File: src/rtl/tour_pkg.sv
// Shared constants, FSM state type and command-building helper for the knight's-tour
// command sequencer and the move decoder.
package tour_pkg;

    // One-hot move masks, named by (dx, dy).
    localparam logic [7:0] MV_XM1_YP2 = 8'h01;
    localparam logic [7:0] MV_XP1_YP2 = 8'h02;
    localparam logic [7:0] MV_XM2_YP1 = 8'h04;
    localparam logic [7:0] MV_XM2_YM1 = 8'h08;
    localparam logic [7:0] MV_XM1_YM2 = 8'h10;
    localparam logic [7:0] MV_XP1_YM2 = 8'h20;
    localparam logic [7:0] MV_XP2_YM1 = 8'h40;
    localparam logic [7:0] MV_XP2_YP1 = 8'h80;

    localparam logic [7:0] HEAD_NORTH = 8'h00;
    localparam logic [7:0] HEAD_WEST  = 8'h3F;
    localparam logic [7:0] HEAD_SOUTH = 8'h7F;
    localparam logic [7:0] HEAD_EAST  = 8'hBF;

    localparam logic [3:0] OP_MOVE    = 4'b0010;
    localparam logic [3:0] OP_FANFARE = 4'b0011;

    localparam logic [7:0] RESP_DONE = 8'hA5;
    localparam logic [7:0] RESP_BUSY = 8'h5A;
    localparam logic [4:0] LAST_MOVE = 5'd23;

    typedef enum logic [2:0] {
        IDLE,
        VERT,
        WAIT_V,
        HORZ,
        WAIT_H
    } state_t;

    // A zero offset takes the positive heading (north / east) with a square count of 0.
    function automatic logic [15:0] leg_cmd(input logic [3:0] op,
                                            input logic signed [2:0] off,
                                            input logic vert);
        logic [7:0] heading;
        logic [2:0] mag;
        if (vert)
            heading = off[2] ? HEAD_SOUTH : HEAD_NORTH;
        else
            heading = off[2] ? HEAD_WEST : HEAD_EAST;
        mag = off[2] ? 3'(-off) : 3'(off);
        return {op, heading, 1'b0, mag};
    endfunction

endpackage

File: src/rtl/tour_move_dec.sv
// Combinational knight-move decoder: one-hot move -> signed (x_off, y_off).
// Zero or multi-hot encodings decode to (0,0).
module tour_move_dec
    import tour_pkg::*;
(
    input  logic [7:0]        move,
    output logic signed [2:0] x_off,
    output logic signed [2:0] y_off
);

    // NOTE: every output gets a default before the case so no latch is inferred.
    always_comb begin
        x_off = 3'sd0;
        y_off = 3'sd0;
        case (move)
            MV_XM1_YP2: begin x_off = -3'sd1; y_off =  3'sd2; end
            MV_XP1_YP2: begin x_off =  3'sd1; y_off =  3'sd2; end
            MV_XM2_YP1: begin x_off = -3'sd2; y_off =  3'sd1; end
            MV_XM2_YM1: begin x_off = -3'sd2; y_off = -3'sd1; end
            MV_XM1_YM2: begin x_off = -3'sd1; y_off = -3'sd2; end
            MV_XP1_YM2: begin x_off =  3'sd1; y_off = -3'sd2; end
            MV_XP2_YM1: begin x_off =  3'sd2; y_off = -3'sd1; end
            MV_XP2_YP1: begin x_off =  3'sd2; y_off =  3'sd1; end
            default:    begin x_off =  3'sd0; y_off =  3'sd0; end
        endcase
    end

endmodule

File: src/rtl/tour_cmd.sv
// Tour command sequencer: passes UART commands through when idle, otherwise replays the
// solver's 24 moves as vertical/horizontal command legs. TOUR_CMD_FANFARE_EN selects the
// fanfare opcode for horizontal legs.
module tour_cmd
    import tour_pkg::*;
(
    input  logic        clk,
    input  logic        rst_n,
    input  logic        start_tour,
    input  logic [7:0]  move,
    output logic [4:0]  mv_indx,
    input  logic [15:0] cmd_UART,
    input  logic        cmd_rdy_UART,
    output logic        clr_cmd_rdy_UART,
    output logic [15:0] cmd,
    output logic        cmd_rdy,
    input  logic        clr_cmd_rdy,
    input  logic        send_resp,
    output logic [7:0]  resp
);

`ifdef TOUR_CMD_FANFARE_EN
    localparam logic [3:0] HORZ_OP = OP_FANFARE;
`else
    localparam logic [3:0] HORZ_OP = OP_MOVE;
`endif

    state_t            state, state_nxt;
    logic signed [2:0] x_off, y_off;
    logic [15:0]       vert_cmd, horz_cmd;
    logic              last_move;

    tour_move_dec u_move_dec (
        .move  (move),
        .x_off (x_off),
        .y_off (y_off)
    );

    assign vert_cmd  = leg_cmd(OP_MOVE, y_off, 1'b1);
    assign horz_cmd  = leg_cmd(HORZ_OP, x_off, 1'b0);
    assign last_move = (mv_indx == LAST_MOVE);

    // NOTE: sequential state uses non-blocking assignments with an async active-low reset.
    always_ff @(posedge clk or negedge rst_n) begin
        if (!rst_n) begin
            state   <= IDLE;
            mv_indx <= '0;
        end else begin
            state <= state_nxt;
            if (state == IDLE && start_tour)
                mv_indx <= '0;
            else if (state == WAIT_H && send_resp && !last_move)
                mv_indx <= mv_indx + 5'd1;
        end
    end

    always_comb begin
        state_nxt = state;
        case (state)
            IDLE:    if (start_tour)  state_nxt = VERT;
            VERT:    if (clr_cmd_rdy) state_nxt = WAIT_V;
            WAIT_V:  if (send_resp)   state_nxt = HORZ;
            HORZ:    if (clr_cmd_rdy) state_nxt = WAIT_H;
            WAIT_H:  if (send_resp)   state_nxt = last_move ? IDLE : VERT;
            default: state_nxt = IDLE;
        endcase
    end

    // Outputs decode from state alone (plus the final send_resp), so reset reaches them at once.
    always_comb begin
        cmd              = cmd_UART;
        cmd_rdy          = 1'b0;
        clr_cmd_rdy_UART = 1'b0;
        resp             = RESP_BUSY;
        case (state)
            IDLE: begin
                cmd_rdy          = cmd_rdy_UART;
                clr_cmd_rdy_UART = clr_cmd_rdy;
                resp             = RESP_DONE;
            end
            VERT: begin
                cmd     = vert_cmd;
                cmd_rdy = 1'b1;
            end
            WAIT_V: cmd = vert_cmd;
            HORZ: begin
                cmd     = horz_cmd;
                cmd_rdy = 1'b1;
            end
            WAIT_H: begin
                cmd = horz_cmd;
                if (send_resp && last_move)
                    resp = RESP_DONE;
            end
            default: begin
                cmd  = cmd_UART;
                resp = RESP_DONE;
            end
        endcase
    end

endmodule

File: config.mk
export PLATFORM = sky130hd
export DESIGN_NAME = tour_cmd
export DESIGN_NICKNAME = d
export VERILOG_FILES = /design/src/rtl/tour_pkg.sv /design/src/rtl/tour_move_dec.sv /design/src/rtl/tour_cmd.sv
export SDC_FILE = /design/constraint.sdc
export NUM_CORES = 1
export LEC_CHECK = 0
export BUFFER_PORTS_ARGS = -buffer_cell sky130_fd_sc_hd__buf_2
export CAP_MARGIN = 20
export CORE_AREA = 2 2 54 56
export CTS_BUF_LIST = sky130_fd_sc_hd__clkbuf_8
export DETAILED_ROUTE_END_ITERATION = 7
export DIE_AREA = 0 0 56 58
export PLACE_DENSITY = 0.73
export SYNTH_ARGS = -nofsm -noshare
export SYNTH_HDL_FRONTEND = slang
export SYNTH_SLANG_ARGS = --single-unit
File: constraint.sdc
create_clock -name clk -period 4.58 [get_ports clk]
set_input_delay 0.687 -clock clk [delete_from_list [all_inputs] [get_ports clk]]
set_output_delay 0.687 -clock clk [all_outputs]
set_load 0.005 [all_outputs]
-- Yosys cells after proc, flatten, opt, wreduce, memory -nomap -nowiden
Cells that the tools add are included.
- reduce and logical (&&, ||, !) cells: 20
- muxes and demuxes: 20
- add/subtract/negate cells: 3
- eq/ne operators: 18
- operators with widths (operator ; count):
    16-bit case mux with 2 select lines ; 1
    3-bit case mux with 4 select lines ; 2
    2-bit OR reduction ; 11
    3-bit 2-to-1 mux ; 7
    8-bit 2-to-1 mux ; 2
    8-bit case mux with 2 select lines ; 1
    3-bit case mux with 5 select lines ; 1
    5-bit 2-to-1 mux ; 2
    2-bit != test, second input constant ; 5
    8-bit by 1-bit == test with 1-bit output, second input constant ; 1
    8-bit by 2-bit == test with 1-bit output, second input constant ; 1
    8-bit by 3-bit == test with 1-bit output, second input constant ; 1
    8-bit by 4-bit == test with 1-bit output, second input constant ; 1
    8-bit by 5-bit == test with 1-bit output, second input constant ; 1
    8-bit by 6-bit == test with 1-bit output, second input constant ; 1
    8-bit by 7-bit == test with 1-bit output, second input constant ; 1
    8-bit == test, second input constant ; 1
    7-bit 2-to-1 mux ; 1
    3-bit by 2-bit == test with 1-bit output, second input constant ; 2
    3-bit negator ; 2
    5-bit by 1-bit adder with 5-bit output, second input constant ; 1
    5-bit == test, second input constant ; 1
    5-bit AND reduction ; 1
    1-bit logical AND ; 4
    other kinds (8) ; 9
- input port bits: 30
- logic and storage cells: 63
- register bits: 8

-- Depth between registers and ports, before layout
- depth after elaboration: 6
- depth in mapped cells: 9
- mapped depth without buffers: 9

-- By module
Synthesis repeated with hierarchy kept, for this count alone.
- cell total of the unflattened synthesis: 183
- area, all modules: 1351.3 µm²
- by module, submodules not included (module ; cells each ; area each (µm²) ; instances):
    tour_cmd ; 144 ; 1082.3 ; 1
    tour_move_dec ; 39 ; 269.0 ; 1

-- Worst setup path after synthesis
OpenSTA, ideal clock, no wires.
- path kind: input port to output port
- start point: input move[1]
- end point: output cmd[1]
- data required time: 3893 ps
- data arrival time: 2541 ps
- path buffers: 0
- stages on the path: 9
- slack: 1352 ps
- cells stage by stage: or4_4 > nor4_4 > a221o_2 > nor2_1 > ha_1 > o21ai_0 > a211oi_1 > a222oi_1 > o21ai_0
- longest elaborated chain between the ends: 6
- ends and longest elaborated chain (item ; line ; source):
    start: declaration ; tour_cmd.sv:10 ; input logic [7:0] move,
    8-bit by 7-bit == test with 1-bit output, or another cell as far along ; tour_move_dec.sv:15 ; case (move)
    2-bit OR reduction (no source line) ; -- ;
    3-bit case mux with 4 select lines ; tour_move_dec.sv:15 ;
    3-bit negator ; tour_pkg.sv:45 ; mag = off[2] ? 3'(-off) : 3'(off);
    3-bit 2-to-1 mux ; tour_pkg.sv:45 ;
    16-bit case mux with 2 select lines * ; tour_cmd.sv:75 ; case (state)
    end: declaration ; tour_cmd.sv:15 ; output logic [15:0] cmd,
Every way passes the cells marked *; elsewhere a longest branch is shown, timed or not.

-- Worst setup path in the final report
Same ends and word-level chain as after synthesis.

==> flow_metrics.tcl <==
set metrics [dict create \
    htreeDepth 1 \
    via_per_inst 5.30 \
    post-route-worst-setup-slack_ps 893 \
    timing.final.crit_share_pct 80.5 \
    numCtsBuffers 3 \
    min_period_ps 3690 \
    dieArea_um2 3250 \
    synth_area_um2 1000 \
    p_switching_uw 329 \
    synth_edf_count 0 \
    hold_class "in2async" \
    async_flop_share_pct 100 \
    power_frac_clock_pct 11.8 \
    syn_area_per_cell_um2 8.03 \
    totalWireLength_um 2510 \
    clkTransAtPathRegs_ps 40 \
    drtIter0Drc 41 \
    setup_viol 0 \
    die_w_um 56 \
    p_leak_uw 0.000625 \
    grt_pass1_vias 973 \
    placementRows 19 \
    track_usage_pct 15.4 \
    ctsResizeCount 0 \
    worst_setup_path_start_kind "input pin" \
    hold_viol 0 \
    dp.cells 203 \
    synth_adder_area_share_pct 3.74 \
    synth_seq_area_share_pct 20.0 \
    syn_inst 125 \
    cp_max_fo 5 \
    drc 0 \
    cts_buffer_depth 2 \
    synth_fp_nets 158 \
    synth_flop_cell "dfrtp_1" \
    rr_startpoint "state[0]" \
    grt_pass1_wl_um 4160 \
    initial_core_util_pct 37.7 \
    synth.distinct_cells 41 \
    num-nets-final 210 \
    maxSlewViolCount 0 \
    ff2ff_setup_slack_ps 2880 \
    syn_to_final_growth_pct 27.6 \
    detail-route-antenna-nets 0 \
    crit_type "in2out" \
    n_antenna_cell 0 \
    pre_cts_ws_ps 891 \
    slew_headroom_pct 62.0 \
    fp.dieH_um 58 \
    use_met3_pct 2.68 \
    rsz0062_at_grt "false" \
    power_frac_comb_pct 70.4 \
    dp_hpwl_um 2020 \
    ys_ff_latch 8 \
    switching_share_pct 45.0 \
    fill_cells 252 \
    io_pins 61 \
    critPathArrivalTime_ps 3000 \
    status "finished, final reports clean" \
    total_power_uw 730 \
    port_buffers 60 \
    r2r_end "mv_indx[4]" \
    yosys_warnings 0 \
    synthSimpleGateAreaFrac_pct 30.0 \
    core_area_um2 2660 \
    power-per-cell-area_nw_per_um2 571 \
    met1_usage_pct 20.1 \
    cts_setup_buffers 0 \
    wl_per_cell_um 12.2 \
    antenna_found_initial 0 \
    clock-sinks 8 \
    synth-compound-area-share_pct 22.2 \
    cap_violations 0 \
    cp-end-kind "output port" \
    reg2regPathDepth 5 \
    grt_max_degree 20 \
    clkLatencyLatePin_ps 230 \
    worst_pin_slew_ps 566 \
    fin_tns_setup_ps 0 \
    root_buffer "clkbuf_8" \
    tritoncts "yes" \
    pwr-share-seq_pct 17.8 \
    place.gp.congestion 0.951 \
    firstDrtPassIters 4 \
    clock.fmax_mhz 271 \
    muxShareOfSynthArea_pct 2.12 \
    postCtsHoldBufs 0 \
    route.vias.total 1091 \
    internal-power_uw 402 \
    met2_usage_pct 26.9 \
    stdcell_count 206 \
    synth_top_family_by_area "simple AND/OR/NAND/NOR gates" \
    peakVddDrop_mv 0.432 \
    worst_clock_skew_ps 1.50 \
    required_ps 3890 \
    grt_overflow 0 \
    synth_xor_area_share_pct 10.5 \
    grt_busiest_layer "met2" \
    drive_gt1_share_pct 41.7 \
]
-- Yosys cell counts, types with 2 or more instances --
cell | instances | area share (%)
and2_1 | 6 | 3.7
nand3_1 | 3 | 1.5
nor3b_1 | 2 | 1.5
nor2_1 | 16 | 6.0
xor2_1 | 4 | 3.5
o21ai_0 | 6 | 3.0
buf_6 | 3 | 3.4
clkbuf_1 | 3 | 1.1
ha_1 | 3 | 3.7
or4_4 | 2 | 2.2
o21a_1 | 7 | 5.2
nand2b_1 | 2 | 1.2
nand4_1 | 2 | 1.2
inv_1 | 3 | 1.1
o32ai_1 | 2 | 1.7
dfrtp_1 | 8 | 20
buf_4 | 6 | 4.5
a32oi_1 | 3 | 2.6
a21oi_1 | 8 | 4.0
xnor2_1 | 8 | 7.0
nand2_1 | 8 | 3.0
-- per-stage QoR --
stage | util (%) | hold slack, ps | cell area (um2)
floorplan | - | 391 | 1000
CTS | 48.1 | 295 | 1280
global route | 48.1 | 302 | 1280
global placement | 46.5 | 532 | 1240
finish | 48.1 | 289 | 1280
detailed placement | 46.5 | 538 | 1240
-- layout make-up --
class	instances	area (um2)	area share [%]
sequential	8	200	15.6
clock buffer	3	41.3	3.23
multi-input combinational	101	688	53.8
inverter	3	11.3	0.880
tap	31	38.8	3.03
timing repair buffer	60	300	23.5
-- worst max-delay path by stage --
| stage | from | to | slack, ps |
|---|---|---|---|
| 4_1_cts | move[1] | cmd[1] | 890 |
| 3_5_place_dp | move[1] | cmd[1] | 890 |
| 2_1_floorplan | move[1] | cmd[1] | 1350 |
| 5_1_grt | move[1] | cmd[1] | 650 |
| 6_report | move[1] | cmd[1] | 890 |
| 3_3_place_gp | move[1] | cmd[1] | 980 |
-- sequential cells by signal, summed over array words and instances, names as in the netlist --
signal	flops
state	3
mv_indx	5
-- routing by layer --
metal / vias to the layer above / wire length (um)
met4: 0 / 21
met3: 3 / 247
li1: 545 / -
met1: 481 / 1070
met5: - / 0
met2: 62 / 1180
-- cells in the final DEF (no fill, tap or decap), types with 2 or more instances in the layout --
cell,count
a32oi_1,3
dfrtp_1,8
or4_4,2
o32ai_1,2
clkbuf_8,3
buf_2,60
nor2_1,16
nand4_1,2
nand2_1,8
xnor2_1,8
and2_1,6
ha_1,3
a21oi_1,8
nand2b_1,2
nor3b_1,2
xor2_1,4
nand3_1,3
o21a_1,7
inv_1,3
o21ai_0,6
-- cells by family after synthesis --
kind of cell,after synthesis
muxes,2
xor gates and xnor gates,12
adders and majority gates,3
AOI/OAI and AO/OA,32
DFF,8
and+or+nand+nor,52
buffers and inverters,16
-- power groups by stage --
stage | registers [uW] | clock network, uW | logic, uW
floorplan | 98.7 | 0 | 427
global placement | 129 | 0 | 510
detailed placement | 132 | 0 | 519
CTS | 131 | 86.2 | 522
global route | 136 | 89.7 | 579
finish | 130 | 86.3 | 514
-- worst max-delay path: stages --
cell	delay, ps
buf_2	130
or4_4	570
nor4_4	280
a221o_2	210
nor2_1	50
ha_1	290
o21ai_0	80
a211oi_1	80
a222oi_1	340
o21ai_0	140
buf_2	150
Power figures use the tool's default switching activity.
